==> config.mk <==
export PLATFORM = sky130hd
export DESIGN_NAME = vram_write_arbiter
export DESIGN_NICKNAME = d
export VERILOG_FILES = /design/src/rtl/gpu_vram_pkg.sv /design/src/rtl/vram_wr_fifo.sv /design/src/rtl/vram_write_arbiter.sv
export SDC_FILE = /design/constraint.sdc
export NUM_CORES = 1
export LEC_CHECK = 0
export CORE_MARGIN = 1.5
export CORE_UTILIZATION = 55
export DETAILED_ROUTE_END_ITERATION = 10
export GPL_TIMING_DRIVEN = 1
export PLACE_DENSITY = 0.8
export SLEW_MARGIN = 15
export SYNTH_ARGS = -nofsm -noshare
export SYNTH_HDL_FRONTEND = slang
export SYNTH_SLANG_ARGS = --single-unit
==> constraint.sdc <==
create_clock -name clk -period 2.7 [get_ports clk]
set_input_delay 0.27 -clock clk [delete_from_list [all_inputs] [get_ports clk]]
set_output_delay 0.27 -clock clk [all_outputs]
set_load 0.01 [all_outputs]
==> src/rtl/gpu_vram_pkg.sv <==
// Shared VRAM constants, memory map and enums for the VRAM write path.
package gpu_vram_pkg;

  localparam int VRAM_ADDR_W = 12;
  localparam int VRAM_SIZE   = 2304;

  localparam logic [VRAM_ADDR_W-1:0] PMF_BASE  = 12'h000;
  localparam logic [VRAM_ADDR_W-1:0] PMB_BASE  = 12'h200;
  localparam logic [VRAM_ADDR_W-1:0] NTBL_BASE = 12'h400;
  localparam logic [VRAM_ADDR_W-1:0] OBM_BASE  = 12'h800;

  localparam int PMF_SIZE  = 'h200;
  localparam int PMB_SIZE  = 'h200;
  localparam int NTBL_SIZE = 'h400;
  localparam int OBM_SIZE  = 'h100;

  typedef enum logic [1:0] {
    IDLE,
    RUN,
    FINISH
  } fill_state_t;

  typedef enum logic {
    GNT_CPU,
    GNT_FILL
  } grant_t;

endpackage

==> src/rtl/vram_wr_fifo.sv <==
// Small synchronous FIFO buffering CPU {addr,data} writes until the
// arbiter can hand them to the VRAM port.
module vram_wr_fifo #(
  parameter int WIDTH = 20,
  parameter int DEPTH = 4,
  localparam int PW = $clog2(DEPTH)
) (
  input  logic             clk,
  input  logic             rst_n,
  input  logic             push,
  input  logic [WIDTH-1:0] push_data,
  input  logic             pop,
  output logic [WIDTH-1:0] pop_data,
  output logic [PW:0]      count,
  output logic             full,
  output logic             empty
);

  logic [WIDTH-1:0] mem [DEPTH];
  logic [PW-1:0]    wr_ptr;
  logic [PW-1:0]    rd_ptr;
  logic             do_push;
  logic             do_pop;

  assign full     = (count == (PW+1)'(DEPTH));
  assign empty    = (count == '0);
  assign do_push  = push && !full;
  assign do_pop   = pop && !empty;
  assign pop_data = mem[rd_ptr];

  // Storage array; contents need no reset since count gates visibility.
  always_ff @(posedge clk) begin
    if (do_push) begin
      mem[wr_ptr] <= push_data;
    end
  end

  // Pointers wrap naturally because DEPTH is a power of two.
  always_ff @(posedge clk) begin
    if (!rst_n) begin
      wr_ptr <= '0;
      rd_ptr <= '0;
      count  <= '0;
    end else begin
      if (do_push) wr_ptr <= wr_ptr + PW'(1);
      if (do_pop)  rd_ptr <= rd_ptr + PW'(1);
      case ({do_push, do_pop})
        2'b10:   count <= count + (PW+1)'(1);
        2'b01:   count <= count - (PW+1)'(1);
        default: count <= count;
      endcase
    end
  end

endmodule

==> src/rtl/vram_write_arbiter.sv <==
// Sole owner of the VRAM write port: interleaves buffered CPU byte writes
// with a block-fill engine, issuing writes only during the blanking window.
module vram_write_arbiter
  import gpu_vram_pkg::*;
#(
  parameter int ADDR_W     = VRAM_ADDR_W,
  parameter int VSIZE      = VRAM_SIZE,
  parameter int FIFO_DEPTH = 4,
  localparam int CW = $clog2(FIFO_DEPTH) + 1
) (
  input  logic              clk,
  input  logic              rst_n,
  input  logic              writable,
  input  logic              cpu_valid,
  output logic              cpu_ready,
  input  logic [ADDR_W-1:0] cpu_addr,
  input  logic [7:0]        cpu_data,
  input  logic              fill_start,
  input  logic [ADDR_W-1:0] fill_base,
  input  logic [ADDR_W:0]   fill_len,
  input  logic [7:0]        fill_value,
  output logic              fill_busy,
  output logic              fill_done,
  output logic              vram_we,
  output logic [ADDR_W-1:0] vram_addr,
  output logic [7:0]        vram_data,
  output logic [CW-1:0]     fifo_count
);

  localparam logic [ADDR_W-1:0] LAST_ADDR = ADDR_W'(VSIZE - 1);

  fill_state_t       state, state_nxt;
  logic [ADDR_W-1:0] cur, cur_nxt;
  logic [ADDR_W:0]   rem, rem_nxt;
  logic [7:0]        val, val_nxt;
  grant_t            last_grant;

  logic              fifo_full;
  logic              fifo_empty;
  logic [ADDR_W+7:0] fifo_rd;
  logic              req_c;
  logic              req_f;
  logic              grant_c;
  logic              grant_f;

  assign cpu_ready = !fifo_full;
  assign req_c     = !fifo_empty;
  assign req_f     = (state == RUN);
  assign fill_busy = (state != IDLE);
  assign fill_done = (state == FINISH);

  vram_wr_fifo #(
    .WIDTH (ADDR_W + 8),
    .DEPTH (FIFO_DEPTH)
  ) u_cpu_fifo (
    .clk       (clk),
    .rst_n     (rst_n),
    .push      (cpu_valid && cpu_ready),
    .push_data ({cpu_addr, cpu_data}),
    .pop       (grant_c),
    .pop_data  (fifo_rd),
    .count     (fifo_count),
    .full      (fifo_full),
    .empty     (fifo_empty)
  );

  // Round-robin grant between CPU and fill; nothing is granted outside blanking.
  always_comb begin
    grant_c = 1'b0;
    grant_f = 1'b0;
    if (writable) begin
      if (req_c && req_f) begin
        grant_c = (last_grant == GNT_FILL);
        grant_f = (last_grant == GNT_CPU);
      end else begin
        grant_c = req_c;
        grant_f = req_f;
      end
    end
  end

  // Fill engine next state: load on start, advance with wrap at VSIZE per granted write.
  always_comb begin
    state_nxt = state;
    cur_nxt   = cur;
    rem_nxt   = rem;
    val_nxt   = val;
    case (state)
      IDLE: begin
        if (fill_start) begin
          cur_nxt   = fill_base;
          rem_nxt   = fill_len;
          val_nxt   = fill_value;
          state_nxt = (fill_len != '0) ? RUN : FINISH;
        end
      end
      RUN: begin
        if (grant_f) begin
          cur_nxt = (cur == LAST_ADDR) ? '0 : cur + ADDR_W'(1);
          rem_nxt = rem - (ADDR_W+1)'(1);
          if (rem == (ADDR_W+1)'(1)) begin
            state_nxt = FINISH;
          end
        end
      end
      FINISH: begin
        state_nxt = IDLE;
      end
      default: begin
        state_nxt = IDLE;
      end
    endcase
  end

  // Fill engine state and the round-robin history bit.
  always_ff @(posedge clk) begin
    if (!rst_n) begin
      state      <= IDLE;
      cur        <= '0;
      rem        <= '0;
      val        <= '0;
      last_grant <= GNT_FILL;
    end else begin
      state <= state_nxt;
      cur   <= cur_nxt;
      rem   <= rem_nxt;
      val   <= val_nxt;
      if (grant_c) begin
        last_grant <= GNT_CPU;
      end else if (grant_f) begin
        last_grant <= GNT_FILL;
      end
    end
  end

  // Registered VRAM port; address/data hold their last value when idle.
  always_ff @(posedge clk) begin
    if (!rst_n) begin
      vram_we   <= 1'b0;
      vram_addr <= '0;
      vram_data <= '0;
    end else begin
      vram_we <= grant_c || grant_f;
      if (grant_c) begin
        vram_addr <= fifo_rd[ADDR_W+7:8];
        vram_data <= fifo_rd[7:0];
      end else if (grant_f) begin
        vram_addr <= cur;
        vram_data <= val;
      end
    end
  end

endmodule

; ---- Yosys cells after proc, flatten, opt, wreduce, memory -nomap -nowiden
; Memory sizes are Yosys's and may differ from the RTL's. A register that Yosys moved wholly into a read port is not among the register bits.
; Index checks and enable logic that the tools add are counted.
[word_totals]
ramBits = 80
output_inout_bits = 27
in_bits = 58
wordCells = 73
register_bits = 64
memories = 1
[op_classes]
n_bitwise = 1
add_sub_neg = 6
eq_ne = 10
n_reduce_logical = 17
mux = 27
[memory_table]
columns = name, words, width, rd, rd_clocked_by_memory_dff, write_ports, line
row1 = u_cpu_fifo.mem, 4, 20, 1, 1, 1, vram_wr_fifo.sv:19  ; logic [WIDTH-1:0] mem [DEPTH];
[op_table]
columns = op, count
row1 = $mux W12, 5
row2 = $mux W13, 2
row3 = $pmux W13 S2, 1
row4 = $pmux W12 S2, 1
row5 = $mux W8, 2
row6 = $eq A13 B1 Y1 const B, 1
row7 = $reduce_bool A13 Y1, 1
row8 = $sub A13 B1 Y13 const B, 1
row9 = $add A12 B1 Y12 const B, 1
row10 = $eq A12 B12 Y1 const B, 1
row11 = $mux W2, 6
row12 = $mux W1, 8
row13 = $reduce_bool A2 Y1, 4
row14 = $pmux W3 S2, 1
row15 = $reduce_and A3 Y1, 2
row16 = $add A2 B1 Y2 const B, 2
row17 = $eq A2 B1 Y1 const B, 2
row18 = $eq A2 B2 Y1 const B, 2
row19 = $logic_and A1 B1 Y1, 4
row20 = $ne A2 B1 Y1 const B, 2
row21 = $pmux W2 S2, 1
row22 = $add A3 B1 Y3 const B, 1
row23 = $eq A3 B3 Y1 const B, 1
row24 = $logic_not A3 Y1, 1
row25 = other kinds (7), 8

; ---- Depth between registers and ports, before layout
; Gate-level depths: netlist of run 1.
[depth]
word_depth = 8
depth_mapped = 10
mapped_depth_nobuf = 9

; ---- Hierarchy
; Synthesis of run 1 repeated with hierarchy kept, for this count alone.
[hier_totals]
hier_cells = 521
area_unflattened_um2 = 6546.3
[by_module_without_submodules]
columns = module, area_per_inst_um2, cells_per_inst, seq_area_each_um2, n_inst
row1 = vram_wr_fifo, 3379.5, 158, 2582.5, 1
row2 = vram_write_arbiter, 3166.8, 363, 1141.1, 1

; ---- Worst setup path after synthesis of run 1
; Ideal clock, no wire load.
[synth_timing]
path_type = register to register
startpoint = register u_cpu_fifo.count[0]
endpoint = register u_cpu_fifo.count[2]
path_stages_with_launch = 11
path_buffers = 2
arrival_ps = 2500
setup_slack_ps = 129
required_time_ps = 2629
period_less_slack_ps = 2571
setup_time_ps = 71
cell_sequence = dfxtp_1 -> clkbuf_1 -> o31ai_1 -> a21oi_1 -> buf_2 -> ha_1 -> inv_1 -> fa_1 -> xor2_1 -> or3_1 -> a21oi_1
[synth_via]
elab_chain_cells = 8
elab_cells_between_ends = 16
cone_classes = add/sub: 2 / eq/ne: 3 / mux: 3 / reduce/logical: 8
[synth_rtl]
columns = item, line
row1 = start: declaration, vram_wr_fifo.sv:14  ; output logic [PW:0] count,
row2 = start signal: assignment, vram_wr_fifo.sv:48  ; 2'b10: count <= count + (PW+1)'(1);
row3 = start signal: assignment, vram_wr_fifo.sv:49  ; 2'b01: count <= count - (PW+1)'(1);
row4 = start signal: assignment, vram_wr_fifo.sv:50  ; default: count <= count;
row5 = $logic_not A3 Y1 (*), vram_wr_fifo.sv:26  ; assign empty = (count == '0);
row6 = $logic_not A1 Y1 (*), "vram_wr_fifo.sv:28, vram_write_arbiter.sv:47"
row7 = $logic_and A1 B1 Y1, vram_write_arbiter.sv:72  ; if (req_c && req_f) begin
row8 = $mux W1, vram_write_arbiter.sv:72
row9 = $mux W1, vram_write_arbiter.sv:71  ; if (writable) begin
row10 = $logic_and A1 B1 Y1 (*), vram_wr_fifo.sv:28  ; assign do_pop = pop && !empty;
row11 = net u_cpu_fifo.do_pop, vram_wr_fifo.sv:23  ; logic do_pop;
row12 = $eq A2 B1 Y1 or $eq A2 B2 Y1 (tied branches), vram_wr_fifo.sv:47  ; case ({do_push, do_pop})
row13 = $pmux W3 S2 or $reduce_bool A2 Y1 (tied branches), -
; The timed path passes the listed nets; every way through them passes the cells marked *.
; A chain may end at the register's enable or synchronous reset.

; ---- Final worst setup path of run 1
[layout_timing]
startpoint = register u_cpu_fifo.count[2]
endpoint = register u_cpu_fifo.count[2]
[layout_via]
elab_chain_cells = 8
elab_cells_between_ends = 16
cone_classes = add/sub: 2 / eq/ne: 3 / mux: 3 / reduce/logical: 8
[layout_rtl]
columns = item, line
row1 = $logic_not A3 Y1, vram_wr_fifo.sv:26
row2 = $logic_not A1 Y1, "vram_wr_fifo.sv:28, vram_write_arbiter.sv:47"
row3 = $logic_and A1 B1 Y1, vram_write_arbiter.sv:72
row4 = $mux W1, vram_write_arbiter.sv:72
row5 = $mux W1, vram_write_arbiter.sv:71
row6 = $logic_and A1 B1 Y1, vram_wr_fifo.sv:28
row7 = $eq A2 B1 Y1 or $eq A2 B2 Y1 (tied branches), vram_wr_fifo.sv:47
row8 = $pmux W3 S2 or $reduce_bool A2 Y1 (tied branches), -
; Parallel ways exist; a longest one is shown, timed or not.

==> impl_metrics.json, run 1 <==
{
  "post_dp_cell_area_um2": 7330,
  "io_pins": 85,
  "final_core_util_pct": 71.8,
  "min_period_over_period_pct": 95.7,
  "crit_path_end": "u_cpu_fifo.count[2]",
  "cts_made_buffers": 17,
  "synth-async-reset-ratio_pct": 0,
  "fp-row-count": 38,
  "synth_area_leaders": "edfxtp_1 38%, dfxtp_1 21%, mux4_2 7.1%",
  "grtUsageTotal_pct": 28.1,
  "synth.top_cell.area_share_pct": 38.1,
  "synthXorXnorAreaFrac_pct": 0.694,
  "path_max_fanout": 8,
  "tightest_slew_ps": 856,
  "antenna_found_initial": 0,
  "crit_path_start": "u_cpu_fifo.count[2]",
  "syn_inst": 507,
  "ant_nets": 0,
  "seq_area_frac_synth_pct": 59.0,
  "maxSlewHeadroom_pct": 43.0,
  "p_per_area_nw_per_um2": 1040,
  "drt-vias-per-instance": 6.26,
  "yosysWarnings": 0,
  "floorplan.initialDensity_pct": 57.2,
  "required_ps": 3030,
  "synth_edf_count": 80,
  "tns_ps": 0,
  "die_width_um": 110,
  "setup_ws_ps": 117,
  "worstReg2RegStart": "u_cpu_fifo.count[2]",
  "cts_setup_buffers": 0,
  "slew_viol_final": 0,
  "hold_viol": 0,
  "timing.rr.end": "u_cpu_fifo.count[2]",
  "grt_start_max_net_pins": 31,
  "synthAdderAreaFrac_pct": 1.90,
  "clock_latency_ps": 420,
  "synth-simple-area-share_pct": 11.3,
  "cts_hold_buffers": 0,
  "firstDrtPassIters": 5,
  "syn_nets": 574,
  "end_kind": "register",
  "cts_sinks": 146,
  "clkTransAtPathRegs_ps": 60,
  "place_hpwl_mm": 9.76,
  "status": "completed",
  "grt_setup_unrepaired": "no",
  "min_period_ps": 2580,
  "worst_ep_arrival_time_ps": 2920,
  "p_leak_nw": 2.67,
  "syn_avg_cell_area_um2": 12.4,
  "rrSetupSlack_ps": 120,
  "ctsHtreeMaxLevel": 4,
  "drt_wl_total_mm": 15.9,
  "area_delta_synth_final_pct": 25.5,
  "ys.flop_type": "edfxtp_1",
  "hp-class": "in -> reg",
  "io_buffers": 84,
  "critPathLaunchType": "register",
  "netlist_area_um2": 6310,
  "synth_top_area_cell": "edfxtp_1",
  "die_h_um": 110,
  "clock_skew_ps": 9.53,
  "gr-total-overflow": 0,
  "path_class": "reg -> reg",
  "ys_types": 62,
  "synth_compound_area_share_pct": 12.9,
  "placed_cells": 715,
  "core_um2": 11000,
  "muxShareOfSynthArea_pct": 10.8,
  "routabilityCongestion": 0.915,
  "design_area_um2": 7920,
  "finalSetupViolations": 0,
  "num_antenna_cells": 0,
  "dieArea_um2": 12100,
  "instances_no_fill": 747,
  "cap_viol_max_count": 0,
  "fmax_ghz": 0.387,
  "dp_slack_ps": 178,
  "routedWlPerCell_um": 21.3,
  "grt_pass1_wl_mm": 24.7,
  "synth_top_family_by_area": "compound AO/OA/AOI/OAI gates",
  "post-route-drc-count": 0,
  "ys_ff_latch": 146,
  "clock_path_buffers": 2,
  "grt_pass1_vias": 4723,
  "holdWs_ps": 411,
  "num_vias": 4677,
  "finalPower_mw": 8.21,
  "cts_tree": "built",
  "ir_worst_vdd_uv": 689,
  "root_buffer": "clkbuf_16",
  "reg2reg_depth": 9,
  "drt_iter0_drc": 491,
  "final_nets": 661,
  "drive_above_1_share_pct": 13.5
}
## cell usage in the layout, fill, tap and decap left out, types with 3 or more instances in the layout
cell and count:
a211oi_1 5, a21oi_1 24, a221oi_1 4, a311oi_1 3
a31oi_1 8, and2_1 5, and3_1 5, and4_1 3
buf_4 19, clkbuf_16 17, clkdlybuf4s50_1 84, clkinv_2 3
dfxtp_1 65, edfxtp_1 80, ha_1 8, inv_1 17
inv_6 3, mux2i_1 22, mux4_2 20, nand2_1 33
nand2b_1 3, nand3_1 12, nand4_1 4, nor2_1 23
nor2b_1 6, nor3_1 7, nor3b_1 3, nor4_1 9
nor4b_1 3, o211ai_1 6, o21ai_0 24, o2bb2ai_1 20
o31ai_1 5, o41ai_1 3, or3_1 5, or3b_2 3
xnor2_1 3
## state kept, by name, indices dropped and copies added (netlist names), named ones only
| signal | cells |
|---|---|
| val | 8 |
| state | 2 |
| cur | 12 |
| last_grant | 1 |
| u_cpu_fifo.count | 3 |
| vram_data | 8 |
| u_cpu_fifo.mem | 80 |
| u_cpu_fifo.wr_ptr | 2 |
| vram_we | 1 |
| u_cpu_fifo.rd_ptr | 2 |
| rem | 13 |
| vram_addr | 12 |
## critical path, stage by stage (launching register included)
cell,delay [ps]
dfxtp_2,390
or3b_1,450
and2_1,230
inv_1,90
ha_1,200
inv_1,70
fa_1,390
xor2_1,180
or3_1,330
a21oi_1,180
## metal layers
| metal | track usage, % | vias up | part of all wire (%) |
|---|---|---|---|
| met2 | 47.9 | 240 | 50 |
| met5 | 0 | - | 0 |
| li1 | - | 2127 | - |
| met1 | 36.1 | 2281 | 40 |
| met3 | 5.29 | 29 | 7.8 |
| met4 | 10.1 | 0 | 1.9 |
## logic make-up after synthesis
| group | after synthesis |
|---|---|
| compound gates | 119 |
| xor+xnor | 5 |
| fa+ha+maj | 9 |
| buf+inv | 52 |
| flops | 146 |
| mux | 43 |
| simple gates | 133 |
## Yosys cell counts (2+ instances only)
master and count:
nor2b_1 6, nor2_1 23, nand3_1 12, nor4b_1 3, o21a_1 2, a211oi_1 5
inv_1 17, nand4_1 4, mux2i_1 22, o211ai_1 6, xnor2_1 3, a221oi_1 4
xor2_1 2, nor4_1 9, dfxtp_1 66, ha_1 8, or3_1 5, and3_1 5
o21ai_0 24, a21oi_1 25, and4_1 3, a311oi_1 3, a31oi_1 8, and2_1 5
o22ai_1 2, nor3_1 7, buf_1 2, o2bb2ai_1 20, clkbuf_1 27, or3b_2 3
o31ai_1 5, buf_2 4, nor3b_1 4, nand2_1 33, nand2b_1 3, o41ai_1 3
mux4_2 20, edfxtp_1 80
## power by group
part / switching, mW / internal, mW
clock network: 0.916 / 1.41
registers: 0.377 / 2.77
logic: 1.51 / 1.23
## worst min-delay path by stage
stage	depth (start not counted)	endpoint	slack [ps]	from
after floorplan	0	u_cpu_fifo.mem[0][0]	370	cpu_data[0]
after global placement	2	val[2]	450	val[2]
after detailed placement	1	vram_data[5]	450	vram_data[5]
after CTS	3	val[5]	410	fill_value[5]
final	3	val[4]	410	fill_value[4]
after global routing	3	val[4]	430	fill_value[4]
## layout make-up
| class | count | area (µm²) |
|---|---|---|
| Fill cell | 738 | 3110 |
| Inverter | 17 | 63.8 |
| Clock inverter | 12 | 129 |
| Tap cell | 140 | 175 |
| Sequential cell | 146 | 3720 |
| Multi-Input combinational cell | 309 | 2390 |
| Clock buffer | 20 | 457 |
| Timing Repair Buffer | 103 | 983 |
## repair_timing
item	4_1_cts	5_1_grt
hold endpoints to repair	0	0
resized for setup	0	1
setup endpoints to repair	0	1
No activity file was read; power rests on OpenSTA's default activity.
==> inputs of run 2 (changes only) <==
--- a/config.mk
+++ b/config.mk
@@ -6,10 +6,11 @@
 export NUM_CORES = 1
 export LEC_CHECK = 0
 export CORE_MARGIN = 1.5
-export CORE_UTILIZATION = 55
+export CORE_UTILIZATION = 57
+export CTS_BUF_LIST = sky130_fd_sc_hd__clkbuf_4 sky130_fd_sc_hd__clkbuf_8
 export DETAILED_ROUTE_END_ITERATION = 10
 export GPL_TIMING_DRIVEN = 1
-export PLACE_DENSITY = 0.8
+export PLACE_DENSITY = 0.82
 export SLEW_MARGIN = 15
 export SYNTH_ARGS = -nofsm -noshare
 export SYNTH_HDL_FRONTEND = slang
==> run 2 against run 1 <==
Compared with the run above: combinational power barely moved; register-to-register slack improved by 190 ps; die area fell by 3.4%; fmax rose by 7.8%; design area fell by 1.9%; critical endpoint unchanged; largest cell class unchanged; highest routed layer unchanged.
==> impl_metrics.json, run 2 (synthesis gave the netlist of run 1 again) <==
{
  "status": "completed",
  "clock_skew_ps": 16.7,
  "cts_resized": 0,
  "tns_ps": 0,
  "grt_setup_unrepaired": "no",
  "clkTransAtPathRegs_ps": 90,
  "drt-vias-per-instance": 6.21,
  "cts_tree": "built",
  "drive_above_1_share_pct": 14.2,
  "p_leak_nw": 2.62,
  "p_seq_share_pct": 41.0,
  "slew_viol_final": 0,
  "reg.largest.list": "u_cpu_fifo.mem: 80 flops, rem: 13 flops",
  "grtUsageTotal_pct": 28.3,
  "regArea_um2": 3720,
  "cts_made_buffers": 17,
  "io_buffers": 84,
  "place_hpwl_mm": 10.1,
  "num_antenna_cells": 0,
  "hp-class": "in -> reg",
  "io_pins": 85,
  "cts_hold_buffers": 0,
  "clock_latency_ps": 470,
  "ant_nets": 0,
  "required_ps": 3100,
  "path_max_fanout": 6,
  "multiInputGateArea_um2": 2390,
  "root_buffer": "clkbuf_8",
  "routabilityCongestion": 0.888,
  "drt_wl_total_mm": 15.6,
  "hold_viol": 0,
  "firstDrtPassIters": 5,
  "ir_worst_vdd_uv": 572,
  "largest_reg_flops": 80,
  "path_class": "reg -> reg",
  "setup_ws_ps": 303,
  "die_width_um": 108,
  "p_per_area_nw_per_um2": 980,
  "cts_setup_buffers": 0,
  "min_period_ps": 2400,
  "drt_iter0_drc": 336,
  "routedWlPerCell_um": 20.7,
  "power.internal_mw": 4.87,
  "ctsHtreeMaxLevel": 4,
  "layout_common_cells": "84 x clkdlybuf4s50_1, 80 x edfxtp_1, 66 x dfxtp_1",
  "final_nets": 666,
  "area_delta_synth_final_pct": 23.1,
  "switchingPower_mw": 2.74,
  "min_period_over_period_pct": 88.8,
  "cap_viol_max_count": 0,
  "core_um2": 10800,
  "clockPowerShare_pct": 22.6,
  "worst_ep_arrival_time_ps": 2790,
  "grt_pass1_vias": 4662,
  "post-route-drc-count": 0,
  "holdWs_ps": 351,
  "power.share.combinational_pct": 36.3,
  "clock_path_buffers": 2,
  "antenna_found_initial": 0,
  "largest-register": "u_cpu_fifo.mem",
  "end_kind": "register",
  "tightest_slew_ps": 860,
  "dieArea_um2": 11700,
  "fillers": 748,
  "num_vias": 4671,
  "fmax_ghz": 0.417,
  "grt_pass1_wl_mm": 24.1,
  "finalSetupViolations": 0,
  "placed_cells": 720,
  "floorplan.initialDensity_pct": 58.5,
  "dp_slack_ps": 332,
  "maxSlewHeadroom_pct": 42.7,
  "grt_start_max_net_pins": 31,
  "cts_sinks": 146,
  "instances_no_fill": 752,
  "netSwitchingFraction_pct": 36.0,
  "final_common_cell": "clkdlybuf4s50_1",
  "gr-total-overflow": 0,
  "critPathLaunchType": "register",
  "die_h_um": 108,
  "fp-row-count": 38
}
[run 2: final timing paths]
kind,startpoint,endpoint,slack (ps),cells after the start
max,u_cpu_fifo.count[2],u_cpu_fifo.count[2],300,9
min,fill_value[3],val[3],350,3
max reg2reg,u_cpu_fifo.count[2],u_cpu_fifo.count[2],300,9
min reg2reg,val[2],val[2],460,2
[run 2: layer usage]
layer / part of all wire, % / vias up / wire length (µm) / track usage [%]
li1: - / 2138 / - / -
met1: 41 / 2277 / 6350 / 35.2
met2: 49 / 217 / 7620 / 46.3
met3: 7.5 / 39 / 1170 / 8.68
met4: 2.7 / 0 / 423 / 11.4
met5: 0 / - / 0 / 0
[run 2: final cells by class]
| type | count | area share (%) |
|---|---|---|
| inverter | 17 | 0.822 |
| sequential | 146 | 47.9 |
| clock inverter | 14 | 2.00 |
| clock buffer | 18 | 3.11 |
| timing repair buffer | 108 | 13.1 |
| tap | 140 | 2.26 |
| multi-input combinational | 309 | 30.7 |
[run 2: metrics by stage]
stage                     cell area [µm²]  power (mW)  utilization (%)
final                                7770        7.61             72.0
after global routing                 7770        7.99             72.0
after CTS                            7770        7.60             72.0
after detailed placement             7370        5.87             68.3
after global placement               7370        5.79             68.3
after floorplan                      6310        4.92                -
[run 2: critical path: stages, from the launching register on]
cell and delay, ps:
dfxtp_1 340, or3b_1 430, and2_1 240, inv_1 100, ha_1 180, inv_1 70, fa_1 380, xor2_1 160
or3_1 300, a21oi_1 150
[run 2: power by group through the flow]
stage	clock network [mW]	registers, mW	logic [mW]
global route	1.83	3.17	2.99
finish	1.72	3.12	2.76
CTS	1.74	3.11	2.75
global placement	0	3.13	2.66
floorplan	0	3.07	1.85
detailed placement	0	3.15	2.72
==> inputs of run 3 (changes only) <==
--- a/config.mk
+++ b/config.mk
@@ -10,6 +10,7 @@
 export CTS_BUF_LIST = sky130_fd_sc_hd__clkbuf_4 sky130_fd_sc_hd__clkbuf_8
 export DETAILED_ROUTE_END_ITERATION = 10
 export GPL_TIMING_DRIVEN = 1
+export MAX_ROUTING_LAYER = met4
 export PLACE_DENSITY = 0.82
 export SLEW_MARGIN = 15
 export SYNTH_ARGS = -nofsm -noshare
==> run 3 against run 2 <==
Compared with the run above: flip-flop and latch count unchanged; clock skew decreased by 7.2 ps; core utilization increased by 0.058 points; setup slack improved by 9.4 ps; fmax increased by 0.39%; sequential power about the same; routed wire length decreased by 4.2%; clock power increased by 3%; critical path depth unchanged; register-to-register slack about the same; first-iteration DRC count increased by 7.4%.
==> impl_metrics.json, run 3 (synthesis gave the netlist of run 1 again) <==
{
  "crit_top_cell": "inv_1",
  "holdWs_ps": 373,
  "post-route-drc-count": 0,
  "fillers": 742,
  "final_nets": 664,
  "final_common_cell": "clkdlybuf4s50_1",
  "power.share.combinational_pct": 35.8,
  "status": "completed",
  "power.internal_mw": 4.93,
  "routedWlPerCell_um": 19.9,
  "largest-register": "u_cpu_fifo.mem",
  "die_width_um": 108,
  "drt-vias-per-instance": 6.09,
  "cts_made_buffers": 17,
  "min_period_ps": 2390,
  "path_max_fanout": 6,
  "gr-total-overflow": 0,
  "ctsHtreeMaxLevel": 4,
  "p_per_area_nw_per_um2": 979,
  "tns_ps": 0,
  "grt_setup_unrepaired": "no",
  "drive_above_1_share_pct": 13.9,
  "hp-class": "in -> reg",
  "reg.largest.list": "u_cpu_fifo.mem: 80 flops, rem: 13 flops",
  "grt_pass1_wl_mm": 23.3,
  "layout_common_cells": "84 x clkdlybuf4s50_1, 80 x edfxtp_1, 66 x dfxtp_1",
  "ant_nets": 0,
  "clock_latency_ps": 440,
  "netSwitchingFraction_pct": 35.2,
  "min_period_over_period_pct": 88.4,
  "num_vias": 4571,
  "hold_viol": 0,
  "slowest_stage": "or3b_1",
  "fp-row-count": 38,
  "p_seq_share_pct": 41.0,
  "final_core_util_pct": 72.0,
  "crit_family": "simple AND/OR/NAND/NOR gates",
  "worstReg2RegStart": "u_cpu_fifo.count[0]",
  "clkTransAtPathRegs_ps": 80,
  "cts_setup_buffers": 0,
  "maxSlewHeadroom_pct": 44.3,
  "tightest_slew_ps": 835,
  "firstDrtPassIters": 5,
  "instances_no_fill": 750,
  "grt_start_max_net_pins": 31,
  "cts_sinks": 146,
  "grtUsageTotal_pct": 27.9,
  "num_antenna_cells": 0,
  "core_um2": 10800,
  "die_h_um": 108,
  "path_buf_inv": 2,
  "slew_viol_final": 0,
  "critPathLaunchType": "register",
  "switchingPower_mw": 2.68,
  "clock_path_buffers": 2,
  "clockPowerShare_pct": 23.2,
  "clock_skew_ps": 9.51,
  "drt_iter0_drc": 361,
  "antenna_found_initial": 0,
  "hp-start": "fill_value[6]",
  "place_hpwl_mm": 9.90,
  "grt_pass1_vias": 4585,
  "drt_wl_total_mm": 14.9,
  "worst_ep_arrival_time_ps": 2760,
  "cts_resized": 0,
  "path_class": "reg -> reg",
  "placed_cells": 718,
  "io_pins": 85,
  "p_leak_nw": 2.61,
  "ir_worst_vdd_uv": 441,
  "required_ps": 3080,
  "area_delta_synth_final_pct": 23.2,
  "io_buffers": 84,
  "crit_path_start": "u_cpu_fifo.count[0]",
  "end_kind": "register",
  "cts_hold_buffers": 0,
  "root_buffer": "clkbuf_8",
  "floorplan.initialDensity_pct": 58.5,
  "cts_tree": "built",
  "dieArea_um2": 11700,
  "max_stage_delay_ps": 460,
  "finalSetupViolations": 0,
  "crit_chain": "or3b_1 -> and2_1 -> inv_1 -> ha_1 -> inv_1 -> fa_1 -> xor2_1 -> or3_1 -> a21oi_1",
  "largest_reg_flops": 80,
  "fmax_ghz": 0.419,
  "routabilityCongestion": 0.890,
  "cap_viol_max_count": 0
}
## run 3: cell types whose count changed in the layout (fill, tap and decap cells not counted)
| cell | delta |
|---|---|
| clkinvlp_4 | +2 |
| buf_4 | -2 |
| clkbuf_4 | -1 |
| inv_8 | -1 |
| clkinv_2 | -1 |
| bufinv_16 | +1 |
## run 3: power groups by stage
stage | logic, mW | registers (mW) | clock network [mW]
floorplan | 1.85 | 3.07 | 0
global placement | 2.65 | 3.12 | 0
detailed placement | 2.71 | 3.14 | 0
CTS | 2.72 | 3.10 | 1.80
global route | 2.96 | 3.16 | 1.88
finish | 2.72 | 3.12 | 1.77
## run 3: area by class of cell
type / instances / area, µm² / share of cell area (%)
timing repair buffer: 106 / 1010 / 12.9
inverter: 17 / 63.8 / 0.821
clock buffer: 17 / 234 / 3.01
multi-input combinational: 309 / 2390 / 30.7
tap: 140 / 175 / 2.25
clock inverter: 15 / 184 / 2.37
sequential: 146 / 3720 / 47.9
## run 3: worst paths after layout
check                                            to  slack (ps)  cells after the start
worst max-delay path            u_cpu_fifo.count[2]         310                      9
worst min register to register               val[7]         470                      2
worst min-delay path                         val[6]         370                      3
worst max register to register  u_cpu_fifo.count[2]         310                      9
## run 3: tightest hold or removal path: stages
cell and delay, ps:
clkdlybuf4s50_1 390, nand2_1 60, a21oi_1 50
## run 3: metal layers
metal,global-route usage [%],up-vias,share of wire (%)
met5,-,-,0
li1,-,2133,-
met2,43.1,198,48
met3,5.91,40,6.6
met4,14.0,0,2.4
met1,35.2,2200,43
## run 3: through the flow
stage | instance area, µm² | setup WS, ps | power [mW]
after floorplan | 6310 | 129 | 4.92
after global placement | 7350 | 372 | 5.77
after detailed placement | 7350 | 299 | 5.85
after CTS | 7770 | 312 | 7.62
after global routing | 7770 | 209 | 8.00
final | 7770 | 312 | 7.61
==> variant 1, RTL diff (settings of run 3) <==
Encoding of `fill_state_t`: now one-hot (3 bits for 3 states).
--- a/src/rtl/gpu_vram_pkg.sv
+++ b/src/rtl/gpu_vram_pkg.sv
@@ -14,10 +14,10 @@
   localparam int NTBL_SIZE = 'h400;
   localparam int OBM_SIZE  = 'h100;
 
-  typedef enum logic [1:0] {
-    IDLE,
-    RUN,
-    FINISH
+  typedef enum logic [2:0] {
+    IDLE   = 3'b001,
+    RUN    = 3'b010,
+    FINISH = 3'b100
   } fill_state_t;
 
   typedef enum logic {
Function: no difference found for any inputs over 4 cycles, from zero or initial values and one cycle with rst_n low; so few cycles prove little.
==> variant 1 against run 3 <==
Worst setup slack gained 0.027 ns; synthesized area grew 0.65%; cell count grew 3.9%; sequential power shrank 6.4%; via count grew 4.1%; die area grew 0.63%; routed wire length grew 0.78%; sequential cell count grew 1; core utilization shrank 0.12 points; final area grew 0.27%; power shrank 12%; critical endpoint unchanged.
==> variant 1: results (changes against run 3) <==
run status completed; Die W 109 µm (+0.31%); r2r setup slk 0.34 ns (+0.03 ns); WL/cell 19.3 µm (-3.0%); Post-synth top cells edfxtp_1 (80), dfxtp_1 (67), a21oi_1 (57); Total GRT Usage 28.4% (+0.42 points); largest registers u_cpu_fifo.mem (80), rem (13); vias after detailed routing 4757 (+4.1%); clk_lat worst skew 0.46 ns (+0.02 ns); fill count 746 (+0.54%); multiplexer area fraction after synthesis 9.93% (-0.88 points); vias in the first global route 4656 (+1.5%); fin nets 693 (+4.4%); Tightest Pin Transition 0.470 ns (-0.366 ns); Setup Skew 0.0155 ns (+0.00603 ns); hold wc startpoint fill_value[4]; detailed placer's ending HPWL 10.1 mm (+2.1%); Mapped Cells 532 (+4.9%); maximum vdd drop 0.645 mV (+46%); reg2reg path depth 10 (+1); DR pass1 iterations 7 (+2); Seq/Total Area, Yosys 58.9% (-0.068 points); P_leak 0.00267 µW (+2.5%); Syn Nets 599 (+4.4%); Area after DPL 7380 µm² (+0.31%); synth unique cells 61 (-1.6%); hold path endpoint val[4]; Post-Place Cells 747 (+4.0%); htree depth 4 (unchanged); DRT iter0 DRCs 415 (+15%); adder-cell share of the synthesized area 1.89% (-0.012 points); Critical Path AT 2.74 ns (-0.02 ns); CTS Buffer Depth 2 (unchanged); WL final 15.0 mm (+0.78%); layout cells sized above 1 13.1% (-0.79 points); largest net degree at the start of global routing 42 (+35%); GP Congestion 0.952 (+7.0%); top cells by area, synth edfxtp_1 (38%), dfxtp_1 (21%), mux4_2 (7.1%); xor and xnor area share after synthesis 0.690% (-0.0045 points)
variant 1: critical path, cell delays in order, from the launching register on:
cell and delay, ns:
dfxtp_1 0.37, inv_1 0.12, nand3_1 0.18, and2_1 0.26, inv_1 0.10, ha_1 0.20, inv_1 0.07, fa_1 0.38
xor2_1 0.17, or3_1 0.31, a21oi_1 0.14
variant 1: final cells by class:
cell class              count  area, µm²  area share, %
clock inverters            12        141           1.81
flip-flops and latches    147       3740           48.0
repair buffers            105        998           12.8
multi-input cells         342       2410           30.9
clock buffers              20        275           3.53
inverters                  13       48.8          0.626
well taps                 140        175           2.25
variant 1: worst max-delay path by stage:
stage | end | slack [ns] | depth (start not counted)
floorplan | u_cpu_fifo.count[2] | 0.40 | 11
global placement | u_cpu_fifo.count[2] | 0.47 | 9
detailed placement | u_cpu_fifo.count[2] | 0.35 | 9
CTS | u_cpu_fifo.count[2] | 0.35 | 10
global route | u_cpu_fifo.count[2] | 0.15 | 10
finish | u_cpu_fifo.count[2] | 0.34 | 10
variant 1: per-layer routing:
metal / track usage, % / up-vias / share of wire [%]
li1: - / 2211 / -
met1: 34.9 / 2288 / 41
met2: 44.0 / 216 / 49
met3: 6.69 / 42 / 6.9
met4: 14.2 / 0 / 3.1
met5: - / - / 0
variant 1: power by group:
part	switching, µW	internal (µW)
combinational	1050	950
clock	863	914
sequential	207	2710
total	2120	4570
variant 1: cells by family (layout without fill, tap and decap cells):
| logic type | after synthesis | after routing |
|---|---|---|
| multiplexers | 38 | 38 |
| XOR/XNOR | 5 | 5 |
| AO/OA/AOI/OAI | 142 | 142 |
| flip-flops | 147 | 147 |
| AND/OR/NAND/NOR | 148 | 148 |
| adder cells (fa/ha/maj) | 9 | 9 |
| buffers and inverters | 43 | 150 |
variant 1: metrics by stage:
step                      hold WS [ns]  total power [µW]  worst slack (ns)
after detailed placement         0.446              4940             0.354
after floorplan                  0.369              4200             0.401
after global routing             0.356              7010             0.152
after CTS                        0.349              6720             0.354
final                            0.371              6690             0.340
after global placement           0.443              4890             0.467
==> variant 2, RTL diff (flow settings as in run 3) <==
Without the edit above. Change the package constant `VRAM_ADDR_W` from 12 to 13.
--- a/src/rtl/gpu_vram_pkg.sv
+++ b/src/rtl/gpu_vram_pkg.sv
@@ -1,7 +1,7 @@
 // Shared VRAM constants, memory map and enums for the VRAM write path.
 package gpu_vram_pkg;
 
-  localparam int VRAM_ADDR_W = 12;
+  localparam int VRAM_ADDR_W = 13;
   localparam int VRAM_SIZE   = 2304;
 
   localparam logic [VRAM_ADDR_W-1:0] PMF_BASE  = 12'h000;
Ports: changed (resized cpu_addr, fill_base, fill_len and vram_addr); port bits go from 85 to 89. The function was not compared with the original's and may differ.
==> variant 2 against run 3 <==
Routed wire length rose by 6.3%; final area rose by 2.9%; cell count rose by 6.0%; combinational power fell by 13%; synthesized area rose by 3.6%; clock skew rose by 0.0032 ns; worst setup slack improved by 0.027 ns; non-clock buffer count did not move; power fell by 3.5%; sequential cell count rose by 7; core utilization rose by 0.49 points; critical path type unchanged; largest cell class unchanged.
==> variant 2: results (changes against run 3) <==
Syn Nets 621 (+8.2%); P_leak 0.00274 µW (+4.9%); largest registers u_cpu_fifo.mem (84), rem (14); top cells by area, synth edfxtp_1 (39%), dfxtp_1 (21%), mux4_2 (7.2%); Net Sw Power 2440 µW (-8.8%); largest net degree at the start of global routing 27 (-13%); Post-CTS Resized 0 (unchanged); r2r setup slk 0.34 ns (+0.03 ns); fill count 747 (+0.67%); compound-gate portion of the synthesized area 14.7% (+1.7 points); Post-synth top cells edfxtp_1 (84), dfxtp_1 (69), a21oi_1 (64); GP Congestion 0.895 (+0.53%); Seq pwr share 43.3% (+2.3 points); multiplexer area fraction after synthesis 7.73% (-3.1 points); Internal 4900 µW (-0.57%); maximum vdd drop 0.540 mV (+22%); layout cells sized above 1 12.4% (-1.6 points); reg2reg path depth 10 (+1); Critical Path AT 2.73 ns (-0.03 ns); Seq/Total Area, Yosys 59.7% (+0.71 points); DRT iter0 DRCs 485 (+34%); worst r2r src u_cpu_fifo.count[1]; first-pass GRT wire length 24.7 mm (+5.7%); Total GRT Usage 28.7% (+0.72 points); Post-synth EDFFs 84 (+5.0%); detailed placer's ending HPWL 10.4 mm (+4.8%); Initial Utilization 59.3% (+0.79 points); run status completed; WL final 15.9 mm (+6.3%); vias after detailed routing 4934 (+7.9%); synth unique cells 61 (-1.6%); adder-cell share of the synthesized area 1.84% (-0.066 points)
-- variant 2: how the worst min path moves through the flow --
stage	startpoint	slack, ns	to	cells after the start
after floorplan	cpu_data[0]	0.37	u_cpu_fifo.mem[0][0]	0
after detailed placement	val[6]	0.46	val[6]	2
after global routing	fill_value[3]	0.37	val[3]	3
final	fill_value[3]	0.37	val[3]	3
after global placement	val[0]	0.44	vram_data[0]	2
after CTS	fill_value[3]	0.35	val[3]	3
-- variant 2: layer usage --
layer,part of all wire [%],vias up,wire length (µm),global-route usage [%]
met2,49,241,7750,45.1
met1,42,2407,6660,36.7
met5,0,-,0,-
met4,1.9,0,305,12.0
li1,-,2255,-,-
met3,7.2,31,1150,5.58
-- variant 2: worst max-delay path, cell delays in order (launching register included) --
cell,delay (ns)
dfxtp_1,0.36
inv_1,0.11
nand3_1,0.20
and2_1,0.26
inv_1,0.09
ha_1,0.18
inv_1,0.06
fa_1,0.37
xor2_1,0.18
or3_1,0.32
a21oi_1,0.15
-- variant 2: kinds of logic (layout without fill, tap and decap cells) --
kind of cell               after synthesis  count (layout)
and+or+nand+nor                        158             158
buffers and inverters                   49             153
muxes                                   24              24
AOI/OAI and AO/OA                      150             150
adders and majority gates                9               9
DFF                                    153             153
xor gates and xnor gates                 8               8
-- variant 2: area by class of cell --
cell class / count / area [µm²] / area share [%]
clock buffer: 17 / 234 / 2.93
clock inverter: 14 / 170 / 2.13
inverter: 16 / 60.1 / 0.751
sequential: 153 / 3900 / 48.8
timing repair buffer: 106 / 1040 / 13.0
tap: 140 / 175 / 2.19
multi-input combinational: 349 / 2410 / 30.2
-- variant 2: stage by stage --
stage | cells | worst slack (ns)
after floorplan | 551 | 0.235
after global placement | 764 | 0.328
after detailed placement | 764 | 0.249
after CTS | 795 | 0.371
after global routing | 795 | 0.187
final | 795 | 0.339
